## src/rtl/cdb_broadcaster_pkg.sv

```systemverilog
// Shared CDB constants used by the register file, reservation stations and
// the CDB broadcaster, plus the round-robin index helper.
//   CDB_LABEL_W : reservation-station label width
//   CDB_DATA_W  : result data width
//   NUM_RS      : number of reservation stations
//   NO_LABEL    : label value meaning "no producer"
package cdb_broadcaster_pkg;

   localparam int unsigned CDB_LABEL_W = 4;
   localparam int unsigned CDB_DATA_W  = 32;
   localparam int unsigned NUM_RS      = 4;
   localparam int unsigned NO_LABEL    = 0;

   // Index reached k steps after base in a ring of n entries.
   function automatic int unsigned rr_next(input int unsigned base, input int unsigned k,
                                           input int unsigned n);
      return (base + k) % n;
   endfunction

endpackage

```

## src/rtl/cdb_broadcaster_rr_arbiter.sv

```systemverilog
// Combinational round-robin arbiter. Searches ptr+1, ptr+2, ... mod N and
// grants the first requester. The pointer register lives in the caller.
//   req   : request vector
//   ptr   : index of the last grant
//   grant : one-hot grant
//   idx   : encoded index of the grant
//   valid : a grant is present
module rr_arbiter
   import cdb_broadcaster_pkg::*;
#(
   parameter int unsigned N  = 4,
   parameter int unsigned IW = $clog2(N)
) (
   input  logic [N-1:0]  req,
   input  logic [IW-1:0] ptr,
   output logic [N-1:0]  grant,
   output logic [IW-1:0] idx,
   output logic          valid
);

   always_comb begin
      grant = '0;
      idx   = '0;
      valid = 1'b0;
      // k = N wraps back to ptr itself, so it gets lowest priority.
      for (int unsigned k = 1; k <= N; k++) begin
         if (!valid && req[rr_next(32'(ptr), k, N)]) begin
            valid                       = 1'b1;
            grant[rr_next(32'(ptr), k, N)] = 1'b1;
            idx                         = IW'(rr_next(32'(ptr), k, N));
         end
      end
   end

endmodule

```

## src/rtl/cdb_broadcaster.sv

```systemverilog
// Transmitting end of the common data bus. Holds one pending result per
// source, grants one slot per cycle round-robin and drives the registered
// broadcast triple BCEN/BClabel/BCdata.
//   clk, nRST   : clock, asynchronous active-low reset
//   flush       : squash all pending results (mispredict)
//   src_valid   : per-source result valid
//   src_label   : packed per-source labels
//   src_data    : packed per-source data
//   src_ready   : per-source slot can accept this cycle
//   BCEN        : broadcast valid
//   BClabel     : broadcast label
//   BCdata      : broadcast data
//   pending     : slot-occupied flags
module cdb_broadcaster
   import cdb_broadcaster_pkg::*;
#(
   parameter int unsigned NUM_SRC = 4,
   parameter int unsigned LABEL_W = CDB_LABEL_W,
   parameter int unsigned DATA_W  = CDB_DATA_W
) (
   input  logic                       clk,
   input  logic                       nRST,
   input  logic                       flush,
   input  logic [NUM_SRC-1:0]         src_valid,
   input  logic [NUM_SRC*LABEL_W-1:0] src_label,
   input  logic [NUM_SRC*DATA_W-1:0]  src_data,
   output logic [NUM_SRC-1:0]         src_ready,
   output logic                       BCEN,
   output logic [LABEL_W-1:0]         BClabel,
   output logic [DATA_W-1:0]          BCdata,
   output logic [NUM_SRC-1:0]         pending
);

   localparam int unsigned IDX_W = $clog2(NUM_SRC);

   logic [NUM_SRC-1:0] slot_valid_q;
   logic [LABEL_W-1:0] slot_label_q [NUM_SRC];
   logic [DATA_W-1:0]  slot_data_q  [NUM_SRC];
   logic [IDX_W-1:0]   ptr_q;
   logic               bcen_q;
   logic [LABEL_W-1:0] bclabel_q;
   logic [DATA_W-1:0]  bcdata_q;

   logic [LABEL_W-1:0] in_label [NUM_SRC];
   logic [DATA_W-1:0]  in_data  [NUM_SRC];
   logic [NUM_SRC-1:0] grant;
   logic [IDX_W-1:0]   gnt_idx;
   logic               gnt_any;
   logic [NUM_SRC-1:0] load;

   rr_arbiter #(
      .N  (NUM_SRC),
      .IW (IDX_W)
   ) u_arb (
      .req   (slot_valid_q),
      .ptr   (ptr_q),
      .grant (grant),
      .idx   (gnt_idx),
      .valid (gnt_any)
   );

   always_comb begin
      for (int i = 0; i < NUM_SRC; i++) begin
         in_label[i] = src_label[i*LABEL_W +: LABEL_W];
         in_data[i]  = src_data[i*DATA_W +: DATA_W];
      end
   end

   // A slot being broadcast this cycle can be refilled at the same edge.
   assign src_ready = {NUM_SRC{~flush}} & (~slot_valid_q | grant);
   assign load      = src_valid & src_ready;

   always_ff @(posedge clk or negedge nRST) begin
      if (!nRST) begin
         slot_valid_q <= '0;
         for (int i = 0; i < NUM_SRC; i++) begin
            slot_label_q[i] <= '0;
            slot_data_q[i]  <= '0;
         end
         ptr_q     <= IDX_W'(NUM_SRC - 1);
         bcen_q    <= 1'b0;
         bclabel_q <= '0;
         bcdata_q  <= '0;
      end else begin
         for (int i = 0; i < NUM_SRC; i++) begin
            if (flush) begin
               slot_valid_q[i] <= 1'b0;
            end else if (load[i]) begin
               // Label 0 is accepted but dropped: broadcasting it would
               // overwrite every idle register.
               slot_valid_q[i] <= (in_label[i] != LABEL_W'(NO_LABEL));
               slot_label_q[i] <= in_label[i];
               slot_data_q[i]  <= in_data[i];
            end else if (grant[i]) begin
               slot_valid_q[i] <= 1'b0;
            end
         end

         if (flush) begin
            bcen_q <= 1'b0;
         end else if (gnt_any) begin
            bcen_q    <= 1'b1;
            bclabel_q <= slot_label_q[gnt_idx];
            bcdata_q  <= slot_data_q[gnt_idx];
            ptr_q     <= gnt_idx;
         end else begin
            bcen_q <= 1'b0;
         end
      end
   end

   assign BCEN    = bcen_q;
   assign BClabel = bclabel_q;
   assign BCdata  = bcdata_q;
   assign pending = slot_valid_q;

   // Two occupied slots with the same label is a producer protocol error.
   logic dup_label;
   always_comb begin
      dup_label = 1'b0;
      for (int i = 0; i < NUM_SRC; i++) begin
         for (int j = i + 1; j < NUM_SRC; j++) begin
            if (slot_valid_q[i] && slot_valid_q[j] && (slot_label_q[i] == slot_label_q[j])) begin
               dup_label = 1'b1;
            end
         end
      end
   end

   a_no_dup_label: assert property (@(posedge clk) disable iff (!nRST) !dup_label);

endmodule

```

## config.mk

```make
export PLATFORM = sky130hd
export DESIGN_NAME = cdb_broadcaster
export DESIGN_NICKNAME = d
export VERILOG_FILES = /design/src/rtl/cdb_broadcaster_pkg.sv /design/src/rtl/cdb_broadcaster_rr_arbiter.sv /design/src/rtl/cdb_broadcaster.sv
export SDC_FILE = /design/constraint.sdc
export NUM_CORES = 1
export LEC_CHECK = 0
export BUFFER_PORTS_ARGS = -buffer_cell sky130_fd_sc_hd__buf_2
export CORE_MARGIN = 2
export CORE_UTILIZATION = 30
export CTS_CLUSTER_SIZE = 28
export DETAILED_ROUTE_END_ITERATION = 8
export PLACE_DENSITY = 0.6
export SLEW_MARGIN = 20
export SYNTH_ARGS = -nofsm -noshare
export SYNTH_HDL_FRONTEND = slang
export SYNTH_SLANG_ARGS = --single-unit
```

## constraint.sdc

```tcl
create_clock -name clk -period 3.6 [get_ports clk]
set_clock_uncertainty 0.15 [all_clocks]
set_input_delay 0.36 -clock clk [delete_from_list [all_inputs] [get_ports clk]]
set_output_delay 0.36 -clock clk [all_outputs]
set_load 0.05 [all_outputs]
```

==> results of run 1 <==
## how the worst max path moves through the flow
| stage | cells past startpoint | start | slack, ns | to |
|---|---|---|---|---|
| final | 7 | ptr_q[0]$_DFFE_PN1P_ | 0.1 | src_ready[2] |
| after detailed placement | 9 | ptr_q[1]$_DFFE_PN1P_ | 0.17 | BClabel[1]$_DFFE_PN0P_ |
| after CTS | 8 | ptr_q[0]$_DFFE_PN1P_ | 0.03 | src_ready[2] |
| after global placement | 9 | ptr_q[1]$_DFFE_PN1P_ | 0.25 | BClabel[0]$_DFFE_PN0P_ |
| after floorplan | 10 | ptr_q[0]$_DFFE_PN1P_ | 0.01 | src_ready[0] |
| after global routing | 8 | ptr_q[0]$_DFFE_PN1P_ | -0.02 | src_ready[1] |
## flip-flops by register name (all words and copies together) (netlist names)
signal / flops
BCEN: 1
BClabel: 4
ptr_q: 2
pending: 4
slot_label_q: 16
slot_data_q: 128
BCdata: 32
## critical path, delay by kind of cell, from the launching register on
kind | cells | cell delay, ns
AND/OR/NAND/NOR | 2 | 0.51
buffers and inverters | 3 | 0.64
AO/OA/AOI/OAI | 1 | 0.24
flip-flops | 1 | 0.54
multiplexers | 1 | 0.61
## cells in the final DEF, fill, tap and decap left out, drive strengths merged, types with 2 or more instances in the layout
cell type and n:
o41ai 4, o211ai 41, dfrtp 185, nand3 41
a32oi 36, nand2 2, clkbuf 21, o31ai 2
a22oi 8, clkinvlp 2, ha 8, dlygate4sd3 42
o21ai 2, nor2b 2, inv 7, mux2 145
buf 219, mux2i 38, mux4 4, a21oi 9
dfstp 2, bufinv 5, clkinv 3, and2 4
nor2 2
## metrics by stage
| stage | util [%] | setup TNS, ns | instances | hold slack [ns] |
|---|---|---|---|---|
| after CTS | 39.42 | 0 | 1237 | 0.0002059 |
| after floorplan | - | 0 | 599 | -0.08559 |
| after detailed placement | 35.72 | 0 | 1163 | 0.2861 |
| final | 39.54 | 0 | 1238 | 0.01867 |
| after global routing | 39.53 | -0.02050 | 1237 | 0.003982 |
| after global placement | 35.72 | 0 | 1163 | 0.2772 |
## metal layers
| metal | GRT usage [%] | wire, um | part of all wire [%] | vias to the layer above |
|---|---|---|---|---|
| li1 | - | - | - | 2759 |
| met5 | 0 | 0 | 0 | - |
| met2 | 25.70 | 11900 | 49 | 164 |
| met4 | 4.132 | 305 | 1.3 | 0 |
| met3 | 2.864 | 990 | 4.1 | 20 |
| met1 | 21.60 | 11030 | 46 | 3081 |
## cell families (layout without fill, tap and decap cells)
kind of cell             Yosys count  in the layout
other                              0              1
multiplexers                     187            187
buffers and inverters             51            299
AND/OR/NAND/NOR                   59             59
flip-flops                       187            187
adder cells (fa/ha/maj)            8              8
AO/OA/AOI/OAI                    107            107
## timing repair
action | 4_1_cts | 5_1_grt
hold buffers | 42 | 0
endpoints found under the setup margin | 4 | 4
setup buffers | 1 | 0
pin swaps | 0 | 0
hold endpoints to repair | 110 | 0
gates resized for setup | 2 | 5
## area by class of cell
| class | instances | area, um^2 |
|---|---|---|
| antenna | 1 | 2.502 |
| clock buffer | 19 | 442.9 |
| clock inverter | 12 | 211.5 |
| fill | 2801 | 17780 |
| inverter | 5 | 18.77 |
| multi-input combinational | 361 | 3960 |
| sequential | 187 | 4682 |
| tap | 390 | 488.0 |
| timing repair buffer | 263 | 1821 |
## where the power goes
group | internal, W | total [W] | switching (W)
sequential | 0.00300 | 0.00352 | 0.000523
combinational | 0.00250 | 0.00573 | 0.00324
clock | 0.00126 | 0.00210 | 0.000843
total | 0.00676 | 0.0114 | 0.00460
==> run metrics, run 1 <==
status=complete, no violations; flops & latches, synth=187; GPL Wtd Cong=between 0.8 and 0.9; Pwr Density=977.1 nW/um^2; GRT Total Usage=15.76%; WL/cell=just under 20 um; crit-path cells=buf_4 -> mux4_2 -> or2_1 -> buf_4 -> o211ai_4 -> and2_1 -> buf_4; hold-critical path endpoint=slot_data_q[28]$_DFFE_PN0P_; detailed-route DRC error count=0; Hold Vio Cnt, Final=0; Crit Path Max Fanout=19; top cells by area, synth=dfrtp_1, mux2_4, mux2i_1; TritonCTS clock tree=done; count leader, synth=dfrtp_1; Tot Pwr=0.01136 W; worst vdd ir=0.0005408 V; area share of the largest cell type after synthesis=51.99%; Skew-Pair Late Insertion Delay=approximately 0.43 ns; initial drt markers=roughly 360; TritonCTS Buffers=17; post-synthesis xor/xnor area fraction=0%; relative slew slack=56.02%; most frequent cell on the critical path=buf_4; prevailing post-synth register cell=dfrtp_1; cell area after synthesis=8905 um^2; RSZ-0062 raised after global routing=true; share of cells above drive strength 1=49.59%; max_cap viols=0; Starting Density=between 30% and 40%; Slew @ Worst Pin=0.6597 ns; startpoint types=flip-flop; Leak=around 5.5 nW; Worst Hold Launch=src_data[124]; mux share of post-synthesis cell area=between 20% and 30%; Adder-Cell Fraction of Synth Area=around 1.1%; minimum clock period=around 3.5 ns; final setup fails=0; synth unique cells=between 40 and 50; Fmax achieved=roughly 0.29 GHz; post-route ant nets=0; post-place setup slack=around 0.17 ns; Max clock buf depth=2; CTS root buffer=clkbuf_16; die width=approximately 180 um; period utilisation layout=97.28%; post-synthesis cell count=599; Post-synth top cells=dfrtp_1, mux2_4, mux2i_1, o211ai_1; synthesized net count=roughly 760; crit path kind=reg -> out; die area=slightly above 30,000 um^2; Worst R2R End=BCdata[23]$_DFFE_PN0P_; Boundary Pins=~200; largest area contributor in the netlist=dfrtp_1; reg-to-reg setup timing slack=0.29 ns; num rows=63; CP peak stage delay=0.61 ns; Vias/cell=4.866; Nets=994; Via Count=6,024; Total Wirelength=~24,000 um; Critical Path RT=a little over 3 ns; Min-Delay Path Depth=2; Post-Synth Simple-Gate Area=4.257%; Post-DP Area=10,500 um^2; TritonRoute pass-1 iters=4; post-synthesis compound-gate area fraction=9.793%; htree depth=4; clock sinks=187; area grow syn2layout=30.56%; Final Slew Violations=0; slowest CP cell=mux4_2; EDFF count, synth=0; worst reg2reg path startpoint=ptr_q[0]$_DFFE_PN1P_; fin area=between 10,000 and 15,000 um^2; vias in the first global route=6,357; largest family of logic cells by synthesized area=multiplexers; register area share after synthesis=a little over half; reg2reg path depth=9; Die Y-Extent=176.3 um; antenna violations before repair=1; Hold Path Class=in -> reg; asr flop ratio synth=100.0%; CP arrival=between 2 and 3 ns; clock slew at reported path FFs=0.07 ns; global-route wire length before repair=between 30,000 and 40,000 um; fin worst setup slack=0.09782 ns; core area=between 20,000 and 30,000 um^2; Port Buffers=195; Worst Setup End Kind=output pin; Yosys warnings=0; largest net degree at the start of global routing=74; grt total ovfl=0; hpwl dp=roughly 17,000 um; Mean Syn Cell Area=14.87 um^2
Note: power is estimated with default switching activity, not from simulation.
==> inputs of run 2 (changes only) <==
- CAP_MARGIN: unset -> 20
- REMOVE_ABC_BUFFERS: unset -> 1
==> run metrics, run 2 (synthesis results as in run 1) <==
status=complete, no violations; Ant. Diodes=0 (-1); RSZ-0062 raised after global routing=true; Hold Vio Cnt, Final=0 (unchanged); worst reg2reg path startpoint=ptr_q[0]$_DFFE_PN1P_; post-route ant nets=0 (unchanged); max_cap viols=0 (unchanged); Die Y-Extent=176.3 um (unchanged); Vias/cell=4.875 (+0.18%); antenna violations before repair=0 (-1); Final Slew Violations=0 (unchanged); final setup fails=0 (unchanged); Min-Delay Path Depth=2 (unchanged); Port Buffers=195 (unchanged); commonest non-fill, non-tap cell in the layout=buf_2; clock sinks=187 (unchanged); share of cells above drive strength 1=46.33% (-3.3 points); most flop-heavy register=slot_data_q; die width=176.3 um (unchanged); crit path kind=reg -> out; CTS root buffer=clkbuf_16; Post-DP Area=10,470 um^2 (-0.33%); worst vdd ir=0.0005729 V (+5.9%); Max clock buf depth=2 (unchanged); filler cell count=2,714 (-3.1%); flip-flop count of the largest register after layout=128 (unchanged); Starting Density=30.29% (unchanged); Crit Path Max Fanout=19 (unchanged); clock slew at reported path FFs=0.07 ns (about the same); Total Wirelength=25,570 um (+5.5%); Nets=1,060 (+6.6%); most frequent cells in the layout=buf_2, dfrtp_1, mux2_4, dlygate4sd3_1, mux2i_1; Critical Path RT=3.09 ns (about the same); Skew-Pair Late Insertion Delay=0.44 ns (about the same); detailed-route DRC error count=0 (unchanged); startpoint types=flip-flop; TritonCTS Buffers=17 (unchanged); CP arrival=3.00 ns (about the same); htree depth=4 (unchanged); Worst Hold Launch=src_data[59]; GRT Total Usage=16.54% (+0.78 points); global-route wire length before repair=39,360 um (+5.4%); Leak=5.674 nW (+4.0%); Boundary Pins=196 (unchanged); minimum clock period=3.512 ns (+0.01021 ns); post-place setup slack=0.2716 ns (+0.09907 ns); area grow syn2layout=36.62%; TritonCTS clock tree=done; period utilisation layout=97.57% (+0.28 points); Pwr Density=923.0 nW/um^2 (-5.5%); TritonRoute pass-1 iters=4 (unchanged); largest net degree at the start of global routing=82 (+11%); Placed Cells incl. Taps=1,165 (+0.17%); hold-critical path endpoint=slot_data_q[91]$_DFFE_PN0P_; num rows=63 (unchanged); Slew @ Worst Pin=0.6548 ns (-0.004894 ns); Setup TNS=0 ns (unchanged); grt total ovfl=0 (unchanged); Via Count=6,352 (+5.4%); WL/cell=19.62 um (+0.28%); Worst Setup End Kind=output pin; vias in the first global route=6,647 (+4.6%); final hold slack=0.01736 ns (-0.001312 ns); fin worst setup slack=0.08761 ns (-0.01021 ns); hpwl dp=16,280 um (-2.3%); reg-to-reg setup timing slack=0.28 ns (about the same); Hold Path Class=in -> reg; critical path startpoint=ptr_q[0]$_DFFE_PN1P_; Non-Filler Instances=1,303 (+5.3%); GPL Wtd Cong=0.7855 (-5.1%); relative slew slack=56.34% (+0.33 points); Worst R2R End=slot_label_q[0]$_DFFE_PN0P_; Fmax achieved=0.2847 GHz (-0.29%); core area=29,400 um^2 (unchanged); die area=31,080 um^2 (unchanged); initial drt markers=263 (-26%); fin area=12,170 um^2 (+4.6%); reg2reg path depth=9 (unchanged)
[run 2: what timing repair did]
item | in CTS | in global routing
endpoints found under the hold margin | 175 | 0
gates resized for setup | 4 | 4
pin swaps | 0 | 1
setup buffers | 0 | 1
hold buffers | 106 | 0
endpoints found under the setup margin | 4 | 4
[run 2: how the worst max path moves through the flow]
stage                                        endpoint  slack [ns]  depth (start not counted)
after floorplan                 BCdata[0]$_DFFE_PN0P_       -3.28                          8
after global placement    slot_label_q[0]$_DFFE_PN0P_        0.30                          9
after detailed placement  slot_label_q[0]$_DFFE_PN0P_        0.27                          9
after CTS                                src_ready[2]        0.03                          8
after global routing                     src_ready[0]       0.002                          6
final                                    src_ready[0]        0.09                          6
[run 2: through the flow]
step | utilization (%) | total power [W]
5_1_grt | 41.38 | 0.01187
3_3_place_gp | 35.60 | 0.009098
4_1_cts | 41.26 | 0.01130
2_1_floorplan | - | 0.006968
6_report | 41.38 | 0.01123
3_5_place_dp | 35.60 | 0.009191
[run 2: worst max-delay path: stages, from the launching register on]
cell and delay, ns:
dfstp_2 0.53, buf_4 0.25, mux4_2 0.62, or2_2 0.46
o211ai_2 0.30, and2_1 0.19, buf_4 0.20
[run 2: power breakdown]
| part | switching (W) | leakage, nW | internal, W | total, W |
|---|---|---|---|---|
| sequential | 0.000503 | 2.22 | 0.00300 | 0.00350 |
| clock | 0.000897 | 0.282 | 0.00107 | 0.00196 |
| combinational | 0.00329 | 3.18 | 0.00247 | 0.00576 |
[run 2: final cells by class]
| cell class | instances | area [um^2] | share of cell area (%) |
|---|---|---|---|
| clock buffer | 19 | 452.9 | 3.723 |
| clock inverter | 12 | 140.1 | 1.152 |
| inverter | 5 | 18.77 | 0.1543 |
| multi-input combinational | 361 | 3955 | 32.51 |
| sequential | 187 | 4682 | 38.49 |
| tap | 390 | 488.0 | 4.011 |
| timing repair buffer | 329 | 2429 | 19.96 |
[run 2: layer usage]
metal  up-vias  GRT usage, %  wire (um)
met4         0         4.029        327
met5         -             0          0
li1       2886             -          -
met1      3252         22.69      11960
met2       193         26.54      11970
met3        21         3.747       1308
